## src/rtl/vga_timing_gen.sv

```systemverilog
// vga_timing_gen: VGA hcount/vcount, sync and blanking source with one-cycle frame-start strobe.
// Define VGA_TIMING_FRAME_CNT_EN to add a 16-bit frame counter output.
module vga_timing_gen #(
  parameter int H_ACTIVE = 800,
  parameter int H_FP     = 40,
  parameter int H_SYNC   = 128,
  parameter int H_BP     = 88,
  parameter int V_ACTIVE = 600,
  parameter int V_FP     = 1,
  parameter int V_SYNC   = 4,
  parameter int V_BP     = 23
) (
  input  logic        clk,
  input  logic        rst_n,
  input  logic        en,
  output logic        frame_start,
  output logic [10:0] hcount,
  output logic        hsync,
  output logic        hblnk,
  output logic [10:0] vcount,
  output logic        vsync,
  output logic        vblnk,
  output logic [11:0] rgb
`ifdef VGA_TIMING_FRAME_CNT_EN
  ,
  output logic [15:0] frame_cnt
`endif
);
  localparam int H_TOTAL = H_ACTIVE + H_FP + H_SYNC + H_BP;
  localparam int V_TOTAL = V_ACTIVE + V_FP + V_SYNC + V_BP;
  localparam int H_SS = H_ACTIVE + H_FP;
  localparam int H_SE = H_SS + H_SYNC;
  localparam int V_SS = V_ACTIVE + V_FP;
  localparam int V_SE = V_SS + V_SYNC;
  if (H_TOTAL > 2048 || V_TOTAL > 2048) begin : g_bad_total
    $fatal(1, "vga_timing_gen: H_TOTAL/V_TOTAL exceed 2048");
  end
  logic [10:0] h_cnt, v_cnt, h_nxt, v_nxt;
  logic        h_wrap, v_wrap;
  assign hcount = h_cnt;
  assign vcount = v_cnt;
  assign rgb    = 12'h000;
  always_comb begin
    h_wrap = h_cnt == 11'(H_TOTAL - 1);
    v_wrap = v_cnt == 11'(V_TOTAL - 1);
    h_nxt  = h_wrap ? 11'd0 : h_cnt + 11'd1;
    v_nxt  = h_wrap ? (v_wrap ? 11'd0 : v_cnt + 11'd1) : v_cnt;
  end
  // Decode is taken from the next count so flags land on the same edge as the count.
  always_ff @(posedge clk or negedge rst_n) begin
    if (!rst_n) begin
      h_cnt       <= '0;
      v_cnt       <= '0;
      hsync       <= 1'b0;
      hblnk       <= 1'b0;
      vsync       <= 1'b0;
      vblnk       <= 1'b0;
      frame_start <= 1'b0;
    end else if (en) begin
      h_cnt       <= h_nxt;
      v_cnt       <= v_nxt;
      hblnk       <= h_nxt >= 11'(H_ACTIVE);
      hsync       <= h_nxt >= 11'(H_SS) && h_nxt < 11'(H_SE);
      vblnk       <= v_nxt >= 11'(V_ACTIVE);
      vsync       <= v_nxt >= 11'(V_SS) && v_nxt < 11'(V_SE);
      frame_start <= h_wrap && v_wrap;
    end else begin
      frame_start <= 1'b0;
    end
  end
`ifdef VGA_TIMING_FRAME_CNT_EN
  always_ff @(posedge clk or negedge rst_n) begin
    if (!rst_n) frame_cnt <= '0;
    else if (en && h_wrap && v_wrap) frame_cnt <= frame_cnt + 16'd1;
  end
`endif
endmodule

```

## config.mk

```make
export PLATFORM = sky130hd
export DESIGN_NAME = vga_timing_gen
export DESIGN_NICKNAME = d
export VERILOG_FILES = /design/src/rtl/vga_timing_gen.sv
export SDC_FILE = /design/constraint.sdc
export NUM_CORES = 1
export LEC_CHECK = 0
export ABC_AREA = 1
export CAP_MARGIN = 25
export CELL_PAD_IN_SITES_DETAIL_PLACEMENT = 1
export CELL_PAD_IN_SITES_GLOBAL_PLACEMENT = 1
export CORE_MARGIN = 2
export CORE_UTILIZATION = 37
export CTS_BUF_LIST = sky130_fd_sc_hd__clkbuf_2
export DETAILED_ROUTE_END_ITERATION = 7
export PLACE_DENSITY_LB_ADDON = 0.1
export REMOVE_ABC_BUFFERS = 1
export SETUP_SLACK_MARGIN = 0.4
export SYNTH_ARGS = -nofsm -noshare
export SYNTH_HDL_FRONTEND = slang
export SYNTH_SLANG_ARGS = --single-unit
```

## constraint.sdc

```tcl
create_clock -name clk -period 2.4 [get_ports clk]
set_input_delay 0.48 -clock clk [delete_from_list [all_inputs] [get_ports clk]]
set_output_delay 0.48 -clock clk [all_outputs]
set_load 0.02 [all_outputs]
```

==> impl_metrics.env, run 1 <==
export IMPL_r2r_start="hcount[1]"
export IMPL_synth_edf_count=0
export IMPL_grt_pass1_wl_um=10400
export IMPL_ir_drop_uv=455
export IMPL_crit_chain="clkdlybuf4s50_1"
export IMPL_die_height_um=78.4
export IMPL_port_buffers=29
export IMPL_post_drt_via_cell_ratio=4.94
export IMPL_rows=27
export IMPL_path_clk_slew_ns=0.27
export IMPL_drtIter0Drc=108
export IMPL_via_count=2150
export IMPL_reg2reg_to="vsync"
export IMPL_root_buffer="clkbuf_2"
export IMPL_cts_made_buffers=3
export IMPL_grt_max_degree=28
export IMPL_start_util_pct=37.7
export IMPL_yosysUniqueCellTypes=29
export IMPL_r2r_slack_ns=0.41
export IMPL_place_gp_congestion=0.783
export IMPL_final_cells=435
export IMPL_startpoint="hcount[6]"
export IMPL_worstMarginPinSlew_ns=0.579
export IMPL_criticalPathCategory="register to output port"
export IMPL_worst_setup_path_end_kind="output port"
export IMPL_yosysSeqAreaShare_pct=33.0
export IMPL_maxCapViolations=0
export IMPL_hold_viol_final=0
export IMPL_cp_top_family="buffers and inverters"
export IMPL_power_density_nw_per_um2=731
export IMPL_synth_top_cell_area_share_pct=33.0
export IMPL_drtPass1Iterations=4
export IMPL_cts_tree="done"
export IMPL_routedWlPerCell_um=14.7
export IMPL_syn_area_um2=2050
export IMPL_antenna_found_initial=0
export IMPL_totalWireLength_um=6390
export IMPL_slew_headroom_pct=61.4
export IMPL_cts_sinks=27
export IMPL_htreeDepth=1
export IMPL_core_area_um2=5440
export IMPL_path_buf_inv=1
export IMPL_yosys_warnings=0
export IMPL_finalSetupViolCount=0
export IMPL_cp_slowest_cell="clkdlybuf4s50_1"
export IMPL_ant_nets=0
export IMPL_slew_viol_final=0
export IMPL_outcome="finished, final reports clean"
export IMPL_synth_top_cell_by_area="dfrtp_1"
export IMPL_cpPeakStageDelay_ns=0.65
export IMPL_start_kind="register"
export IMPL_hold_slack_ns=0.435
export IMPL_n_antenna_cell=0
export IMPL_crit_arrival_ns=1.55
export IMPL_rsz0062_at_grt="true"
export IMPL_ys_top_cells_by_count="101 x nand2_1, 35 x inv_1, 31 x nor2_1"
export IMPL_clock_path_buffers=2
export IMPL_required_ns=1.92
export IMPL_synth_cells=313
export IMPL_critPathMaxFanout=7
export IMPL_die_w_um=78.4
export IMPL_layout_drive_gt1_share_pct=20.7
export IMPL_min_period_ns=2.03
export IMPL_grt_pass1_vias=2201
export IMPL_hold_class="primary input to asynchronous set/reset pin"
export IMPL_worstSkewPairLatency_ns=0.37
export IMPL_postSynthAreaPerCell_um2=6.55
export IMPL_async_reset_ff_share_pct=100
export IMPL_fp_dieArea_um2=6150
export IMPL_synth_area_leaders="dfrtp_1 33%, nand2_1 18%, nand3_1 7.1%"
export IMPL_synthToLayoutAreaGrowth_pct=29.8
export IMPL_tns_ns=0
export IMPL_grt_ovfl_total=0
export IMPL_yosys_most_used_dff="dfrtp_1"
export IMPL_fmax_mhz=491
export IMPL_utilization_pct=48.9
export IMPL_dpl_cell_count=408
export IMPL_clock_skew_ns=0.0127
export IMPL_post_route_drc_count=0
export IMPL_dpl_hpwl_um=4390
export IMPL_ioPinCount=42
export IMPL_r2r_cells=14
export IMPL_grt_usage_pct=21.5
export IMPL_ys_ff_latch=27
export IMPL_synth_most_common_cell="nand2_1"
export IMPL_power_leakage_uw=0.00133
export IMPL_fin_nets=369
export IMPL_fin_crit_sh_pct=84.8
-- flip-flops by register name, summed over array words and instances (netlist names) --
name,flops
frame_start,1
vsync,1
hsync,1
vblnk,1
hblnk,1
hcount,11
vcount,11
-- report_power, final --
group | total, µW | switching, µW | leakage (µW) | internal (µW)
Combinational | 1060 | 630 | 0.000992 | 434
Clock | 188 | 144 | 0.0000166 | 43.9
Sequential | 691 | 126 | 0.000320 | 565
-- cell usage in the layout (no fill, tap or decap), types with 2 or more instances in the layout --
cell type and instances:
nand2_1 98, inv_1 35, nor2_1 29, buf_4 27, nand3_1 25, o21ai_0 20, clkdlybuf4s50_1 18, dfrtp_2 16
conb_1 12, dfrtp_1 11, nand4_1 9, dlymetal6s2s_1 8, nand3_2 6, nor3_1 5, xor2_1 5, a21oi_1 4
clkbuf_2 4, nor2_2 3, nor2_4 3, nand2_2 3, dlygate4sd2_1 3, nand2_4 2, nor3_2 2, a21oi_2 2
o21ai_1 2, nand3b_1 2
-- per-stage QoR --
step | cell area [µm²] | power [µW] | worst slack (ns)
floorplan | 1940 | 1220 | 0.451
global placement | 2360 | 1580 | 0.291
detailed placement | 2360 | 1590 | 0.243
CTS | 2480 | 1850 | 0.341
global route | 2660 | 2110 | 0.208
finish | 2660 | 1940 | 0.365
-- timing repair --
action / 4_1_cts / 5_1_grt
pin swaps: 1 / 5
gates cloned: 0 / 0
endpoints found under the hold margin: 0 / 0
gates resized for setup: 15 / 32
endpoints found under the setup margin: 18 / 19
hold buffers: 0 / 0
buffers inserted: 12 / 11
-- layer usage --
layer	wire length (µm)	track usage, %
met1	2830	27.6
met2	3320	38.6
met3	158	1.61
met4	85	6.49
met5	0	0
-- how the worst max path moves through the flow --
stage | cells past startpoint | end
finish | 1 | hcount[6]
global route | 14 | vsync
CTS | 10 | vsync
detailed placement | 13 | vsync
global placement | 13 | vsync
floorplan | 14 | vblnk
-- kinds of logic after synthesis --
| family | count (synthesis) | synth area share (%) |
|---|---|---|
| simple gates | 189 | 41.8 |
| buf+inv | 58 | 13.7 |
| compound gates | 31 | 8.00 |
| flops | 27 | 33.0 |
| xor+xnor | 5 | 2.14 |
| fa+ha+maj | 2 | 1.22 |
| other cells | 1 | 0.183 |
-- cell type report --
type,instances,area [µm²]
clock buffers,4,20.0
multi-input cells,239,1200
fillers,738,2780
well taps,72,90.1
inverters,36,135
flip-flops and latches,27,696
repair buffers,57,520
Note: power is estimated with default switching activity, not from simulation.
==> run 2, diff against run 1 <==
==> constraint.sdc (replaced) <==
create_clock -name clk -period 2.1 [get_ports clk]
set_input_delay 0.42 -clock clk [delete_from_list [all_inputs] [get_ports clk]]
set_output_delay 0.42 -clock clk [all_outputs]
set_load 0.02 [all_outputs]
==> impl_metrics.env, run 2 (synthesized netlist as in run 1, its figures left out) <==
export IMPL_grt_max_degree=32
export IMPL_port_buffers=29
export IMPL_busiest_layer="met2"
export IMPL_power_uw=2300
export IMPL_reg2reg_to="vsync"
export IMPL_totalWireLength_um=6790
export IMPL_criticalPathCategory="register to register"
export IMPL_n_antenna_cell=0
export IMPL_ir_drop_uv=399
export IMPL_power_leakage_uw=0.00141
export IMPL_rsz0062_at_grt="true"
export IMPL_post_route_drc_count=0
export IMPL_cts_sinks=27
export IMPL_pre_cts_slack_ns=0.0237
export IMPL_placed_area_um2=2470
export IMPL_power_density_nw_per_um2=815
export IMPL_grt_pass1_vias=2354
export IMPL_rows=27
export IMPL_ant_nets=0
export IMPL_die_w_um=78.4
export IMPL_utilization_pct=52.0
export IMPL_grt_ovfl_total=0
export IMPL_start_kind="register"
export IMPL_layout_commonest_cell="nand2_1"
export IMPL_path_clk_slew_ns=0.27
export IMPL_htreeDepth=1
export IMPL_fin_nets=395
export IMPL_r2r_slack_ns=0.13
export IMPL_drtPass1Iterations=4
export IMPL_clock_skew_ns=0.00934
export IMPL_cts_made_buffers=3
export IMPL_grt_pass1_wl_um=10900
export IMPL_synthToLayoutAreaGrowth_pct=37.9
export IMPL_grt_util_met1_pct=26.9
export IMPL_antenna_found_initial=0
export IMPL_fp_dieArea_um2=6150
export IMPL_worst_setup_path_end_kind="register"
export IMPL_critPathMaxFanout=5
export IMPL_r2r_cells=14
export IMPL_finalSetupViolCount=0
export IMPL_mostFrequentLayoutCells="94 x nand2_1, 50 x buf_4, 34 x inv_1, 26 x nor2_1, 20 x nand3_1"
export IMPL_setup_slack_ns=0.132
export IMPL_worstSkewPairLatency_ns=0.37
export IMPL_die_height_um=78.4
export IMPL_crit_arrival_ns=2.31
export IMPL_post_drt_via_cell_ratio=4.89
export IMPL_via_count=2255
export IMPL_hold_class="primary input to asynchronous set/reset pin"
export IMPL_ioPinCount=42
export IMPL_hold_viol_final=0
export IMPL_r2r_start="hcount[1]"
export IMPL_cts_tree="done"
export IMPL_grt_usage_pct=22.6
export IMPL_drtIter0Drc=76
export IMPL_core_area_um2=5440
export IMPL_final_cells=461
export IMPL_fin_area_um2=2830
export IMPL_start_util_pct=37.7
export IMPL_slew_viol_final=0
export IMPL_fmax_mhz=508
export IMPL_place_gp_congestion=0.779
export IMPL_met2_usage_pct=42.3
export IMPL_outcome="finished, final reports clean"
export IMPL_dpl_hpwl_um=4580
export IMPL_layout_drive_gt1_share_pct=30.6
export IMPL_routedWlPerCell_um=14.7
export IMPL_clock_path_buffers=2
export IMPL_use_met3_pct=1.95
export IMPL_fin_crit_sh_pct=93.7
export IMPL_dpl_cell_count=422
export IMPL_required_ns=2.44
export IMPL_root_buffer="clkbuf_2"
export IMPL_min_period_ns=1.97
export IMPL_maxCapViolations=0
==> run 2: cell types whose count changed in the layout (fill, tap and decap cells not counted), sizes merged <==
cell / previous run / this run
buf: 28 / 58
clkdlybuf4s50: 18 / 2
dlygate4sd2: 3 / 16
dlymetal6s2s: 8 / 0
clkbuf: 4 / 10
nor2: 36 / 37
==> run 2: metal layers <==
| layer | vias to the layer above | part of all wire [%] |
|---|---|---|
| li1 | 1128 | - |
| met5 | - | 0 |
| met2 | 37 | 52 |
| met3 | 11 | 2.2 |
| met4 | 0 | 1.9 |
| met1 | 1079 | 44 |
==> run 2: through the flow <==
stage               hold WS (ns)  TNS, ns
floorplan                  0.124        0
global placement           0.471        0
detailed placement         0.465        0
CTS                        0.380        0
global route               0.402  -0.0620
finish                     0.370        0
==> run 2: area by class of cell <==
class                           instances  area, µm²
Timing Repair Buffer                   82        631
Multi-Input combinational cell        240       1260
Clock buffer                            4       20.0
Sequential cell                        27        686
Inverter                               36        138
Fill cell                             740       2610
Tap cell                               72       90.1
==> run 2: how the worst max path moves through the flow <==
stage / end / slack, ns / start
6_report: vsync / 0.13 / hcount[1]
5_1_grt: vsync / -0.06 / hcount[6]
4_1_cts: vsync / 0.18 / hcount[1]
3_5_place_dp: vsync / 0.02 / hcount[1]
3_3_place_gp: vblnk / 0.14 / hcount[1]
2_1_floorplan: vblnk / 0.15 / hcount[0]
==> run 2: timing repair <==
| item | CTS | global route |
|---|---|---|
| hold buffers | 0 | 0 |
| gates resized for setup | 63 | 44 |
| cloned | 1 | 0 |
| endpoints found under the hold margin | 0 | 0 |
| endpoints found under the setup margin | 40 | 29 |
| pin swaps | 2 | 8 |
| setup buffers | 23 | 11 |
==> run 2: critical path, cell delays in order, from the launching register on <==
cell	delay [ns]
dfrtp_1	0.43
ha_2	0.22
nand2_4	0.07
nor2_8	0.15
nand2_4	0.09
nor2_4	0.22
buf_6	0.14
nand3_2	0.05
nand2_1	0.07
nand2_1	0.08
nor2_4	0.10
nand3_2	0.09
nor2_1	0.09
nand3_1	0.08
nand2_1	0.06
==> run 2: power breakdown <==
group	switching (µW)	internal, µW
Combinational	827	522
Clock	165	50.2
Sequential	102	637
Total	1090	1210
==> run 3, diff against run 2 <==
--- a/config.mk
+++ b/config.mk
@@ -13,9 +13,10 @@
 export CORE_UTILIZATION = 37
 export CTS_BUF_LIST = sky130_fd_sc_hd__clkbuf_2
 export DETAILED_ROUTE_END_ITERATION = 7
-export PLACE_DENSITY_LB_ADDON = 0.1
+export PLACE_DENSITY = 0.86
 export REMOVE_ABC_BUFFERS = 1
 export SETUP_SLACK_MARGIN = 0.4
+export SKIP_CTS_REPAIR_TIMING = 1
 export SYNTH_ARGS = -nofsm -noshare
 export SYNTH_HDL_FRONTEND = slang
 export SYNTH_SLANG_ARGS = --single-unit
==> impl_metrics.env, run 3 (synthesized netlist as in run 1, its figures left out) <==
export IMPL_start_kind="register"
export IMPL_drtPass1Iterations=4
export IMPL_fp_dieArea_um2=6150
export IMPL_post_drt_via_cell_ratio=5.12
export IMPL_fin_crit_sh_pct=93.3
export IMPL_layout_commonest_cell="nand2_1"
export IMPL_slew_headroom_pct=40.4
export IMPL_maxCapViolations=0
export IMPL_r2r_cells=13
export IMPL_place_gp_congestion=0.829
export IMPL_grt_max_degree=32
export IMPL_grt_pass1_vias=2300
export IMPL_grt_ovfl_total=0
export IMPL_final_cells=453
export IMPL_grt_pass1_wl_um=10400
export IMPL_layout_drive_gt1_share_pct=27.8
export IMPL_die_height_um=78.4
export IMPL_r2r_start="hcount[1]"
export IMPL_cts_tree="done"
export IMPL_critPathMaxFanout=6
export IMPL_port_buffers=29
export IMPL_fin_nets=387
export IMPL_crit_arrival_ns=2.33
export IMPL_start_util_pct=37.7
export IMPL_min_period_ns=1.96
export IMPL_hold_viol_final=0
export IMPL_clock_skew_ns=0.0363
export IMPL_dpl_cell_count=416
export IMPL_root_buffer="clkbuf_2"
export IMPL_rows=27
export IMPL_worst_setup_path_end_kind="register"
export IMPL_post_route_drc_count=0
export IMPL_dpl_hpwl_um=4480
export IMPL_fmax_mhz=510
export IMPL_ir_drop_uv=468
export IMPL_routedWlPerCell_um=15.6
export IMPL_setup_slack_ns=0.140
export IMPL_pre_cts_slack_ns=0.00780
export IMPL_finalSetupViolCount=0
export IMPL_mostFrequentLayoutCells="98 x nand2_1, 40 x buf_4, 35 x inv_1, 24 x nor2_1, 22 x dlymetal6s2s_1"
export IMPL_required_ns=2.47
export IMPL_hold_class="primary input to asynchronous set/reset pin"
export IMPL_clock_path_buffers=2
export IMPL_outcome="finished, final reports clean"
export IMPL_worstSkewPairLatency_ns=0.42
export IMPL_slew_viol_final=0
export IMPL_drtIter0Drc=91
export IMPL_n_antenna_cell=0
export IMPL_path_clk_slew_ns=0.32
export IMPL_htreeDepth=1
export IMPL_totalWireLength_um=7050
export IMPL_criticalPathCategory="register to register"
export IMPL_cts_sinks=27
export IMPL_grt_usage_pct=20.8
export IMPL_power_density_nw_per_um2=817
export IMPL_power_leakage_uw=0.00160
export IMPL_cts_made_buffers=3
export IMPL_ant_nets=0
export IMPL_synthToLayoutAreaGrowth_pct=39.8
export IMPL_startpoint="hcount[1]"
export IMPL_core_area_um2=5440
export IMPL_via_count=2320
export IMPL_antenna_found_initial=0
export IMPL_rsz0062_at_grt="true"
export IMPL_die_w_um=78.4
export IMPL_ioPinCount=42
export IMPL_worstMarginPinSlew_ns=0.893
==> run 3: final timing paths <==
| path | to | slack [ns] |
|---|---|---|
| max in group asynchronous | vcount[8] | 1.46 |
| worst min-delay path | hblnk | 0.31 |
| min in group clk | vsync | 0.53 |
| worst max register to register | vsync | 0.14 |
| worst max-delay path | vsync | 0.14 |
| worst min register to register | vsync | 0.53 |
==> run 3: metal layers <==
metal  up-vias  GRT usage, %  share of wire (%)
met5         -             0                  0
met4         0          6.67                2.1
met3        16          2.18                3.2
met2        48          38.2                 54
met1      1145          25.4                 41
li1       1111             -                  -
==> run 3: through the flow <==
step           total power [µW]  cell area (µm²)  hold WS, ns  TNS (ns)  utilization [%]
6_report                   2340             2870        0.312         0             52.7
5_1_grt                    2530             2870        0.301   -0.0382             52.7
4_1_cts                    2090             2440        0.333   -0.0313             45.0
3_5_place_dp               1870             2420        0.475         0             44.5
3_3_place_gp               1840             2420        0.468         0             44.5
2_1_floorplan              1390             1940        0.124         0                -
==> run 3: worst max-delay path, stage by stage (launching register included) <==
cell	delay, ns
dfrtp_1	0.44
ha_2	0.20
nand2_2	0.09
nor2_8	0.13
nand2_4	0.09
nor2_4	0.19
buf_4	0.15
nand2_1	0.11
nand3_1	0.14
nand2_1	0.08
nor2_1	0.11
nand3_1	0.08
nand3_1	0.09
nand2_1	0.05
==> run 3: where the power goes <==
part | leakage (µW) | switching (µW) | internal [µW]
clock network | 0.0000126 | 188 | 44.0
registers | 0.000325 | 121 | 641
logic | 0.00126 | 781 | 566
total | 0.00160 | 1090 | 1250
==> run 3: final cells by class <==
cell class | count | area [µm²]
Clock buffer | 3 | 15.0
Clock inverter | 1 | 7.51
Fill cell | 715 | 2570
Inverter | 36 | 135
Multi-Input combinational cell | 240 | 1240
Sequential cell | 27 | 691
Tap cell | 72 | 90.1
Timing Repair Buffer | 74 | 683
